**config.mk**
```make
export PLATFORM = sky130hd
export DESIGN_NAME = instr_fetch_queue
export DESIGN_NICKNAME = d
export VERILOG_FILES = /design/src/rtl/fetch_pkg.sv /design/src/rtl/fetch_fifo.sv /design/src/rtl/instr_fetch_queue.sv
export SDC_FILE = /design/constraint.sdc
export NUM_CORES = 1
export LEC_CHECK = 0
export ABC_CLOCK_PERIOD_IN_PS = 9900
export BUFFER_PORTS_ARGS = -buffer_cell sky130_fd_sc_hd__buf_2
export CORE_UTILIZATION = 60
export DETAILED_ROUTE_END_ITERATION = 12
export PLACE_DENSITY_LB_ADDON = 0.25
export SYNTH_ARGS = -nofsm -noshare
export SYNTH_HDL_FRONTEND = slang
export SYNTH_SLANG_ARGS = --single-unit
```
**constraint.sdc**
```tcl
create_clock -name clk -period 9.9 [get_ports clk]
set_clock_uncertainty 0.2 [all_clocks]
set_input_delay 0.99 -clock clk [delete_from_list [all_inputs] [get_ports clk]]
set_output_delay 0.99 -clock clk [all_outputs]
set_load 0.1 [all_outputs]
```
**src/rtl/fetch_pkg.sv**
```systemverilog
// Shared types and constants for the instruction fetch stage.
package fetch_pkg;

    localparam int PC_WIDTH = 16;
    localparam logic [31:0] NOP_INSTR = 32'h0000_0013;
    localparam logic [PC_WIDTH-1:0] RESET_PC = '0;

    // One buffered fetch: instruction word plus the PC it came from and PC+4.
    typedef struct packed {
        logic [31:0]         instr;
        logic [PC_WIDTH-1:0] pc;
        logic [PC_WIDTH-1:0] inc_pc;
    } fetch_entry_t;

endpackage

```
**src/rtl/fetch_fifo.sv**
```systemverilog
// Small circular buffer of fetch entries with push, pop, flush and a live count.
module fetch_fifo
    import fetch_pkg::*;
#(
    parameter int DEPTH = 4
) (
    input  logic                       clk,
    input  logic                       rst,
    input  logic                       push_i,
    input  fetch_entry_t               push_data_i,
    input  logic                       pop_i,
    input  logic                       flush_i,
    output fetch_entry_t               head_o,
    output logic [$clog2(DEPTH):0]     count_o
);

    localparam int AW = $clog2(DEPTH);
    localparam int CW = AW + 1;

    fetch_entry_t  mem_q [DEPTH];
    logic [AW-1:0] wr_ptr_q, wr_ptr_d;
    logic [AW-1:0] rd_ptr_q, rd_ptr_d;
    logic [CW-1:0] count_q, count_d;
    logic          do_push;
    logic          do_pop;

    // A pop in the flush cycle is still honoured; the flush then clears everything anyway.
    assign do_pop  = pop_i && (count_q != '0);
    assign do_push = push_i && !flush_i && ((count_q != CW'(DEPTH)) || do_pop);

    always_comb begin
        wr_ptr_d = wr_ptr_q;
        rd_ptr_d = rd_ptr_q;
        count_d  = count_q;
        if (flush_i) begin
            wr_ptr_d = '0;
            rd_ptr_d = '0;
            count_d  = '0;
        end else begin
            if (do_push) begin
                wr_ptr_d = wr_ptr_q + AW'(1);
            end
            if (do_pop) begin
                rd_ptr_d = rd_ptr_q + AW'(1);
            end
            if (do_push && !do_pop) begin
                count_d = count_q + CW'(1);
            end else if (do_pop && !do_push) begin
                count_d = count_q - CW'(1);
            end
        end
    end

    always_ff @(posedge clk) begin
        if (rst) begin
            wr_ptr_q <= '0;
            rd_ptr_q <= '0;
            count_q  <= '0;
            for (int i = 0; i < DEPTH; i++) begin
                mem_q[i] <= '0;
            end
        end else begin
            wr_ptr_q <= wr_ptr_d;
            rd_ptr_q <= rd_ptr_d;
            count_q  <= count_d;
            if (do_push) begin
                mem_q[wr_ptr_q] <= push_data_i;
            end
        end
    end

    assign head_o  = mem_q[rd_ptr_q];
    assign count_o = count_q;

endmodule

```
**src/rtl/instr_fetch_queue.sv**
```systemverilog
// Fetch stage: issues PC to a 1-cycle ROM, queues returned words and hands them to decode.
module instr_fetch_queue
    import fetch_pkg::*;
#(
    parameter int PC_WIDTH = fetch_pkg::PC_WIDTH,
    parameter int DEPTH    = 4
) (
    input  logic                clk,
    input  logic                rst,
    input  logic [PC_WIDTH-1:0] PC,
    input  logic [PC_WIDTH-1:0] inc_PC,
    input  logic                redirect,
    output logic [PC_WIDTH-1:0] imem_addr,
    input  logic [31:0]         imem_rdata,
    output logic                pc_hold,
    output logic                dec_valid,
    input  logic                dec_ready,
    output logic [31:0]         dec_instr,
    output logic [PC_WIDTH-1:0] dec_pc,
    output logic [PC_WIDTH-1:0] dec_inc_pc
);

    localparam int CW = $clog2(DEPTH) + 1;

    logic                inflight_q, inflight_d;
    logic [PC_WIDTH-1:0] meta_pc_q, meta_pc_d;
    logic [PC_WIDTH-1:0] meta_inc_q, meta_inc_d;
    logic [CW-1:0]       count;
    logic [CW:0]         credits_used;
    logic                issue;
    logic                push;
    logic                pop;
    fetch_entry_t        push_entry;
    fetch_entry_t        head;

    // Credits are based on registered state only so dec_ready never reaches pc_hold.
    assign credits_used = {1'b0, count} + {{CW{1'b0}}, inflight_q};
    assign issue        = !rst && !redirect && (credits_used < (CW+1)'(DEPTH));
    assign pc_hold      = !issue && !redirect;
    assign imem_addr    = PC;

    always_comb begin
        inflight_d = issue;
        meta_pc_d  = meta_pc_q;
        meta_inc_d = meta_inc_q;
        if (issue) begin
            meta_pc_d  = PC;
            meta_inc_d = inc_PC;
        end
    end

    always_ff @(posedge clk) begin
        if (rst) begin
            inflight_q <= 1'b0;
            meta_pc_q  <= RESET_PC;
            meta_inc_q <= '0;
        end else begin
            inflight_q <= inflight_d;
            meta_pc_q  <= meta_pc_d;
            meta_inc_q <= meta_inc_d;
        end
    end

    // A word returning during a redirect belongs to the wrong path and is dropped.
    assign push       = inflight_q && !redirect;
    assign pop        = dec_valid && dec_ready;
    assign push_entry = '{instr: imem_rdata, pc: meta_pc_q, inc_pc: meta_inc_q};

    fetch_fifo #(
        .DEPTH(DEPTH)
    ) u_fifo (
        .clk        (clk),
        .rst        (rst),
        .push_i     (push),
        .push_data_i(push_entry),
        .pop_i      (pop),
        .flush_i    (redirect),
        .head_o     (head),
        .count_o    (count)
    );

    assign dec_valid  = (count != '0);
    assign dec_instr  = head.instr;
    assign dec_pc     = head.pc;
    assign dec_inc_pc = head.inc_pc;

endmodule

```
==> results of run 1 <==
## cell type report
type	instances	area [µm²]
Sequential cell	298	8536
Fill cell	1386	6108
Multi-Input combinational cell	455	3283
Clock buffer	46	899.6
Timing Repair Buffer	154	783.3
Tap cell	270	337.8
Clock inverter	8	143.9
Inverter	38	142.6
## state kept, by name, summed over array words and instances, names as in the netlist, named ones only
register,cells
meta_inc_q,16
u_fifo.wr_ptr_q,2
u_fifo.rd_ptr_q,2
u_fifo.mem_q,256
inflight_q,1
u_fifo.count_o,3
meta_pc_q,16
## routing by layer
| metal | global-route usage | vias to the layer above | share of wire | routed length, µm |
|---|---|---|---|---|
| met4 | 0.05789 | 0 | 0.016 | 384 |
| met5 | 0 | - | 0 | 0 |
| met3 | 0.03041 | 31 | 0.071 | 1702 |
| met1 | 0.3161 | 3498 | 0.41 | 9824 |
| met2 | 0.3986 | 281 | 0.51 | 12180 |
| li1 | - | 3265 | - | - |
## worst max-delay path by stage
stage / startpoint / to / slack [ns] / cells after the start
2_1_floorplan: redirect / pc_hold / 5.90 / 6
3_3_place_gp: dec_ready / u_fifo.mem_q[2][36] / 5.95 / 5
3_5_place_dp: dec_ready / u_fifo.mem_q[2][21] / 5.93 / 5
4_1_cts: flip-flop / dec_inc_pc[14] / 5.67 / 3
5_1_grt: flip-flop / dec_inc_pc[14] / 5.56 / 3
6_report: flip-flop / dec_pc[1] / 5.77 / 3
## cells by family after synthesis
kind of cell	after synthesis	share of synthesized area
adders and majority gates	2	0.002626
DFF	298	0.6885
and+or+nand+nor	342	0.1070
buffers and inverters	107	0.05020
muxes	97	0.1430
xor gates and xnor gates	4	0.002828
AOI/OAI and AO/OA	10	0.005859
## worst max-delay path, cell delays in order, from the launching register on
cell     delay (ns)
dfxtp_4        0.76
buf_4          0.68
mux4_2         0.63
buf_2          0.32
## cells in the final DEF (no fill, tap or decap)
master	synthesis	layout
edfxtp_1	256	256
buf_2	11	149
o31ai_1	3	3
inv_1	37	37
nand2_2	0	1
clkbuf_1	14	6
or3_1	3	3
clkinv_2	0	3
a21oi_1	2	2
inv_2	0	1
dfxtp_4	0	2
o21ai_0	1	1
nor4b_2	1	1
a31o_2	1	1
a31o_4	0	1
dfxtp_1	42	40
nand3_4	0	1
fa_1	1	1
nand4b_1	1	1
nor2b_1	1	1
mux4_2	64	64
nor2_1	263	263
bufinv_16	0	4
or4_4	1	1
clkbuf_16	0	29
xor2_1	4	4
nand2_1	70	66
ha_1	1	1
o311ai_0	1	1
nand2_4	0	3
or4b_1	1	1
o2111ai_1	1	1
mux2i_1	33	33
buf_4	29	5
inv_6	0	1
clkbuf_8	0	11
## through the flow
stage	total power [W]	instances	instance area (µm²)	utilization
floorplan	0.001729	860	12390	-
global placement	0.001785	1215	13080	0.6466
detailed placement	0.001789	1215	13080	0.6466
CTS	0.002949	1269	14130	0.6981
global route	0.003017	1269	14130	0.6981
finish	0.002934	1269	14130	0.6981
## power by group
group | total, W | leakage [nW] | internal, W | switching (W)
sequential | 0.00144 | 3.00 | 0.00142 | 0.0000188
combinational | 0.000323 | 1.94 | 0.0000659 | 0.000257
clock | 0.00117 | 0.516 | 0.000724 | 0.000448
total | 0.00293 | 5.46 | 0.00221 | 0.000725
==> impl_metrics.yaml, run 1 <==
synth:
  synth_area_leader_cell: "edfxtp_1"
  netlist_area_mm2: 0.01239
  syn_avg_cell_area_um2: 14.40
  ys_seq_area_frac: 0.6885
  ys.flop_type: "edfxtp_1"
  synth_seq_cells: 298
  synth_top_area_share: 0.6206
  yosysMostFrequentCell: "nor2_1"
  yosysWarnings: 0
  synth_fp_nets: 930
  synth_cells: 860
  synth_area_leaders: "edfxtp_1 (62%), mux4_2 (12%), nor2_1 (8.0%)"
  synth-edff-count: 256
  yosys-top-cells-count: "nor2_1 (263), edfxtp_1 (256), nand2_1 (70)"
  async_reset_ff_frac: 0
  synth_cell_types: 30
sta:
  fin_tns_setup_ns: 0
  hold_ws_ns: 0.3446
  setup_viol_count_final: 0
  worst_slew_margin_rel: 0.2775
  fmax_ghz: 0.2424
  final-hold-violation-count: 0
  rsz0062_at_grt: "false"
  layout_worst_path_cycle_share: 0.4167
  max_slew.worst_pin.slew_ns: 1.084
  fin_ws_ns: 5.775
  slew_violations: 0
  fin_crit_ns: 4.125
floorplanning:
  die_area_mm2: 0.02122
  initial_core_util: 0.6122
  rows: 52
  die_y_um: 145.7
  design.core.area_mm2: 0.02023
  chipWidth_um: 145.7
  ios: 150
placed_design:
  place.gp.congestion: 0.7440
  portBuffers: 149
  post-place-ws_ns: 5.934
  hpwl_um: 12850
cts:
  cts_tree: "built"
  cts_inserted_buffers: 29
  cts.clk_slew.worst_paths_ns: 0.06
  post_cts_buffers: 0
  cts_resized: 0
  insertion_delay_ns: 0.54
  ctsLongestPathBuffers: 3
  htree_levels: 1
  root_buffer: "clkbuf_16"
  cts_sinks: 298
  hold_buffers: 0
power_and_ir_drop:
  ir_drop_uv: 160.9
  p_per_area_mw_per_mm2: 207.7
  leakage_nw: 5.456
layout:
  areaGrowthSynthToFinish_pct: 14.04
  drive_gt1_frac: 0.2783
  n_antenna_cell: 0
  final_nets: 1046
setup_path:
  r2r_slack_ns: 6.58
  critPathArrivalTime_ns: 2.94
  crit_path_end_kind: "primary output"
  start_kind: "flip-flop"
  required_ns: 8.71
  ff2ff_path_depth: 4
  rr_startpoint: "u_fifo.count_o[0]"
  rr_endpoint: "u_fifo.mem_q[2][22]"
  crit_type: "flip-flop to primary output"
  path_max_fanout: 33
drt:
  drcViolationCount: 0
  via_per_inst: 5.575
  wirelength_um: 24090
  ant_nets: 0
  wl_per_cell_um: 18.99
  first_iter_violations: 511
  vias: 7075
  drt_first_pass_iters: 6
grt:
  grt_pass1_wl_um: 37620
  gr-total-overflow: 0
  gr-usage-all-layers: 0.2314
  grt_max_degree: 70
  antenna_found_initial: 0
  grt_pass1_vias: 7134
min_path:
  whs_endpoint: "u_fifo.rd_ptr_q[0]"
  hp-class: "flip-flop to flip-flop"
  min_path_cells: 2
  hold_start: "u_fifo.rd_ptr_q[0]"
job:
  maxCapViolCount: 0
status:
  status: "completed"
Power figures use the tool's default switching activity.
==> inputs of run 2 (changes only) <==
ABC_AREA = 1   (was unset)
ABC_CLOCK_PERIOD_IN_PS = 3400   (was 9900)
CORE_UTILIZATION = 53   (was 60)
clock period = 3.4 ns   (was 9.9 ns; I/O delays follow)
==> run 2 against run 1 <==
Register-to-register slack worse by 5.6 ns; flip-flop and latch count stayed put; combinational power grew to 3.6 times the previous value; sequential power grew to 2.9 times the previous value; global-route usage is 2.0 points higher; largest cell class unchanged; first-iteration DRC count is 73% higher; non-clock buffer count is 83 higher; design area is 12% higher; synthesized area is 6.4% higher; via count is 35% higher; critical path depth is 1 higher.
==> impl_metrics.yaml, run 2 <==
sta:
  rsz0062_at_grt: "false"
  setup_viol_count_final: 0
  fmax_ghz: 0.3171
  fin_crit_ns: 3.153
  max_slew.worst_pin.slew_ns: 0.7542
  layout_worst_path_cycle_share: 0.9274
  hold_ws_ns: 0.03402
  slew_violations: 0
  final-hold-violation-count: 0
  worst_slew_margin_rel: 0.4972
  fin_tns_setup_ns: 0
layout:
  layout_commonest_cell: "nor2_1"
  regMostFlops: "u_fifo.mem_q"
  drive_gt1_frac: 0.2303
  largest_reg_flops: 256
  n_antenna_cell: 0
  final_cell_mix: "nor2_1 (348), edfxtp_1 (256), o21ai_0 (151)"
  reg.largest.list: "u_fifo.mem_q: 256 flops, meta_inc_q: 16 flops, meta_pc_q: 16 flops"
  fin_util: 0.6473
  final_nets: 1443
  areaGrowthSynthToFinish_pct: 19.76
floorplanning:
  rows: 57
  initial_core_util: 0.5405
  design.core.area_mm2: 0.02439
  ios: 150
  chipWidth_um: 159.7
  die_y_um: 159.7
  die_area_mm2: 0.02551
synth:
  ys_seq_area_frac: 0.6469
  yosysWarnings: 0
  netlist_area_mm2: 0.01318
  yosys-top-cells-count: "nor2_1 (348), edfxtp_1 (256), o21ai_0 (153)"
  synth_area_leaders: "edfxtp_1 (58%), nor2_1 (9.9%), dfxtp_1 (6.4%)"
  synth_fp_nets: 1281
  ys.flop_type: "edfxtp_1"
  yosysMostFrequentCell: "nor2_1"
  synth_cell_types: 25
  async_reset_ff_frac: 0
  synth_cells: 1211
  synth_top_area_share: 0.5831
  syn_avg_cell_area_um2: 10.89
  synth_area_leader_cell: "edfxtp_1"
  synth-edff-count: 256
  synth_seq_cells: 298
drt:
  drt_first_pass_iters: 7
  vias: 9567
  first_iter_violations: 886
  drcViolationCount: 0
  wl_per_cell_um: 18.37
  via_per_inst: 5.556
  ant_nets: 0
  wirelength_um: 31640
grt:
  gr-usage-all-layers: 0.2513
  antenna_found_initial: 0
  grt_max_degree: 67
  gr-total-overflow: 0
  grt_pass1_wl_um: 50400
  grt_pass1_vias: 9516
cts:
  insertion_delay_ns: 0.56
  htree_levels: 1
  root_buffer: "clkbuf_16"
  post_cts_buffers: 0
  cts.clk_slew.worst_paths_ns: 0.06
  cts_sinks: 298
  ctsLongestPathBuffers: 3
  cts_tree: "built"
  cts_inserted_buffers: 31
power_and_ir_drop:
  leakage_nw: 6.174
  p_per_area_mw_per_mm2: 554.0
  ir_drop_uv: 366.1
placed_design:
  portBuffers: 149
  place.gp.congestion: 0.7944
  hpwl_um: 17490
setup_path:
  crit_path_max_incr_delay_ns: 0.78
  start_kind: "flip-flop"
  cp_top_family: "buffers and inverters"
  path_cells: "buf_12 > o21ai_0 > o22ai_1 > buf_2"
  required_ns: 2.86
  crit_slowest_cell: "dfxtp_4"
  crit_type: "flip-flop to primary output"
  crit_buf_inv: 2
  path_max_fanout: 66
  critPathArrivalTime_ns: 2.61
  crit_path_end_kind: "primary output"
job:
  maxCapViolCount: 0
min_path:
  hp-class: "primary input to flip-flop"
status:
  status: "completed"
## run 2: cell count changes in the layout (fill, tap and decap cells not counted), moves of 19 or more
cell           delta
nor2_1           +85
nand4_1          +19
dlygate4sd3_1    +59
mux2i_1          -33
nor3_2           +80
inv_1            +37
nand2_1          -47
o21ai_0         +150
mux4_2           -64
o22ai_1          +64
## run 2: routing by layer
layer	vias to the layer above	part of all wire	GRT usage
li1	4503	-	-
met1	4628	0.42	0.3378
met2	379	0.49	0.4313
met3	57	0.070	0.02935
met4	0	0.023	0.07168
met5	-	0	0
## run 2: final cells by class
class / count / area (µm²)
fillers: 1907 / 8602
flip-flops and latches: 298 / 8533
multi-input cells: 724 / 3765
repair buffers: 237 / 1747
clock buffers: 43 / 850.8
well taps: 324 / 405.4
inverters: 81 / 311.5
clock inverters: 15 / 176.4
## run 2: worst reg2reg max path, cell delays in order (launching register included)
cell and delay [ns]:
dfxtp_1 0.41, nor2_1 0.10, nand2_1 0.29, nand2_1 0.26, inv_2 0.12, ha_1 0.17, inv_1 0.07, fa_1 0.38
inv_1 0.07, nand2_1 0.05, nand3_1 0.08, nand2_1 0.06, nand2_1 0.05, nor2_1 0.04
## run 2: path summary, 6_finish.rpt
kind                                   startpoint             endpoint  slack, ns  cells past startpoint
worst max-delay path                    flip-flop            dec_pc[4]       0.25                      4
worst min-delay path                imem_rdata[7]  u_fifo.mem_q[3][39]       0.03                      3
worst max register to register  u_fifo.count_o[0]    u_fifo.count_o[2]       0.96                     13
worst min register to register     meta_inc_q[10]       meta_inc_q[10]       0.28                      2
## run 2: cell families (layout without fill, tap and decap cells)
family | count (synthesis) | in the layout | synth area share
flip-flops | 298 | 298 | 0.6469
XOR/XNOR | 1 | 1 | 0.0006644
AO/OA/AOI/OAI | 232 | 232 | 0.09414
AND/OR/NAND/NOR | 489 | 489 | 0.1840
buffers and inverters | 189 | 376 | 0.07184
adder cells (fa/ha/maj) | 2 | 2 | 0.002467
## run 2: metrics by stage
stage | setup slack (ns) | instance area (µm²) | cells | total power, W
6_report | 0.2467 | 15790 | 1722 | 0.008747
5_1_grt | 0.09518 | 15790 | 1722 | 0.008994
4_1_cts | 0.1333 | 15790 | 1722 | 0.008779
3_5_place_dp | 0.7330 | 14170 | 1605 | 0.005363
3_3_place_gp | 0.7673 | 14170 | 1605 | 0.005350
2_1_floorplan | -1.015 | 13190 | 1211 | 0.005111
## run 2: power breakdown
part | leakage, nW | internal (W) | switching [W]
Sequential | 3.00 | 0.00412 | 0.0000554
Clock | 0.510 | 0.00204 | 0.00136
Combinational | 2.66 | 0.000245 | 0.000921
Total | 6.17 | 0.00641 | 0.00234
## run 2: what timing repair did
action,4_1_cts,5_1_grt
resized for setup,0,1
hold buffers,59,0
setup endpoints to repair,0,2
hold endpoints to repair,84,0
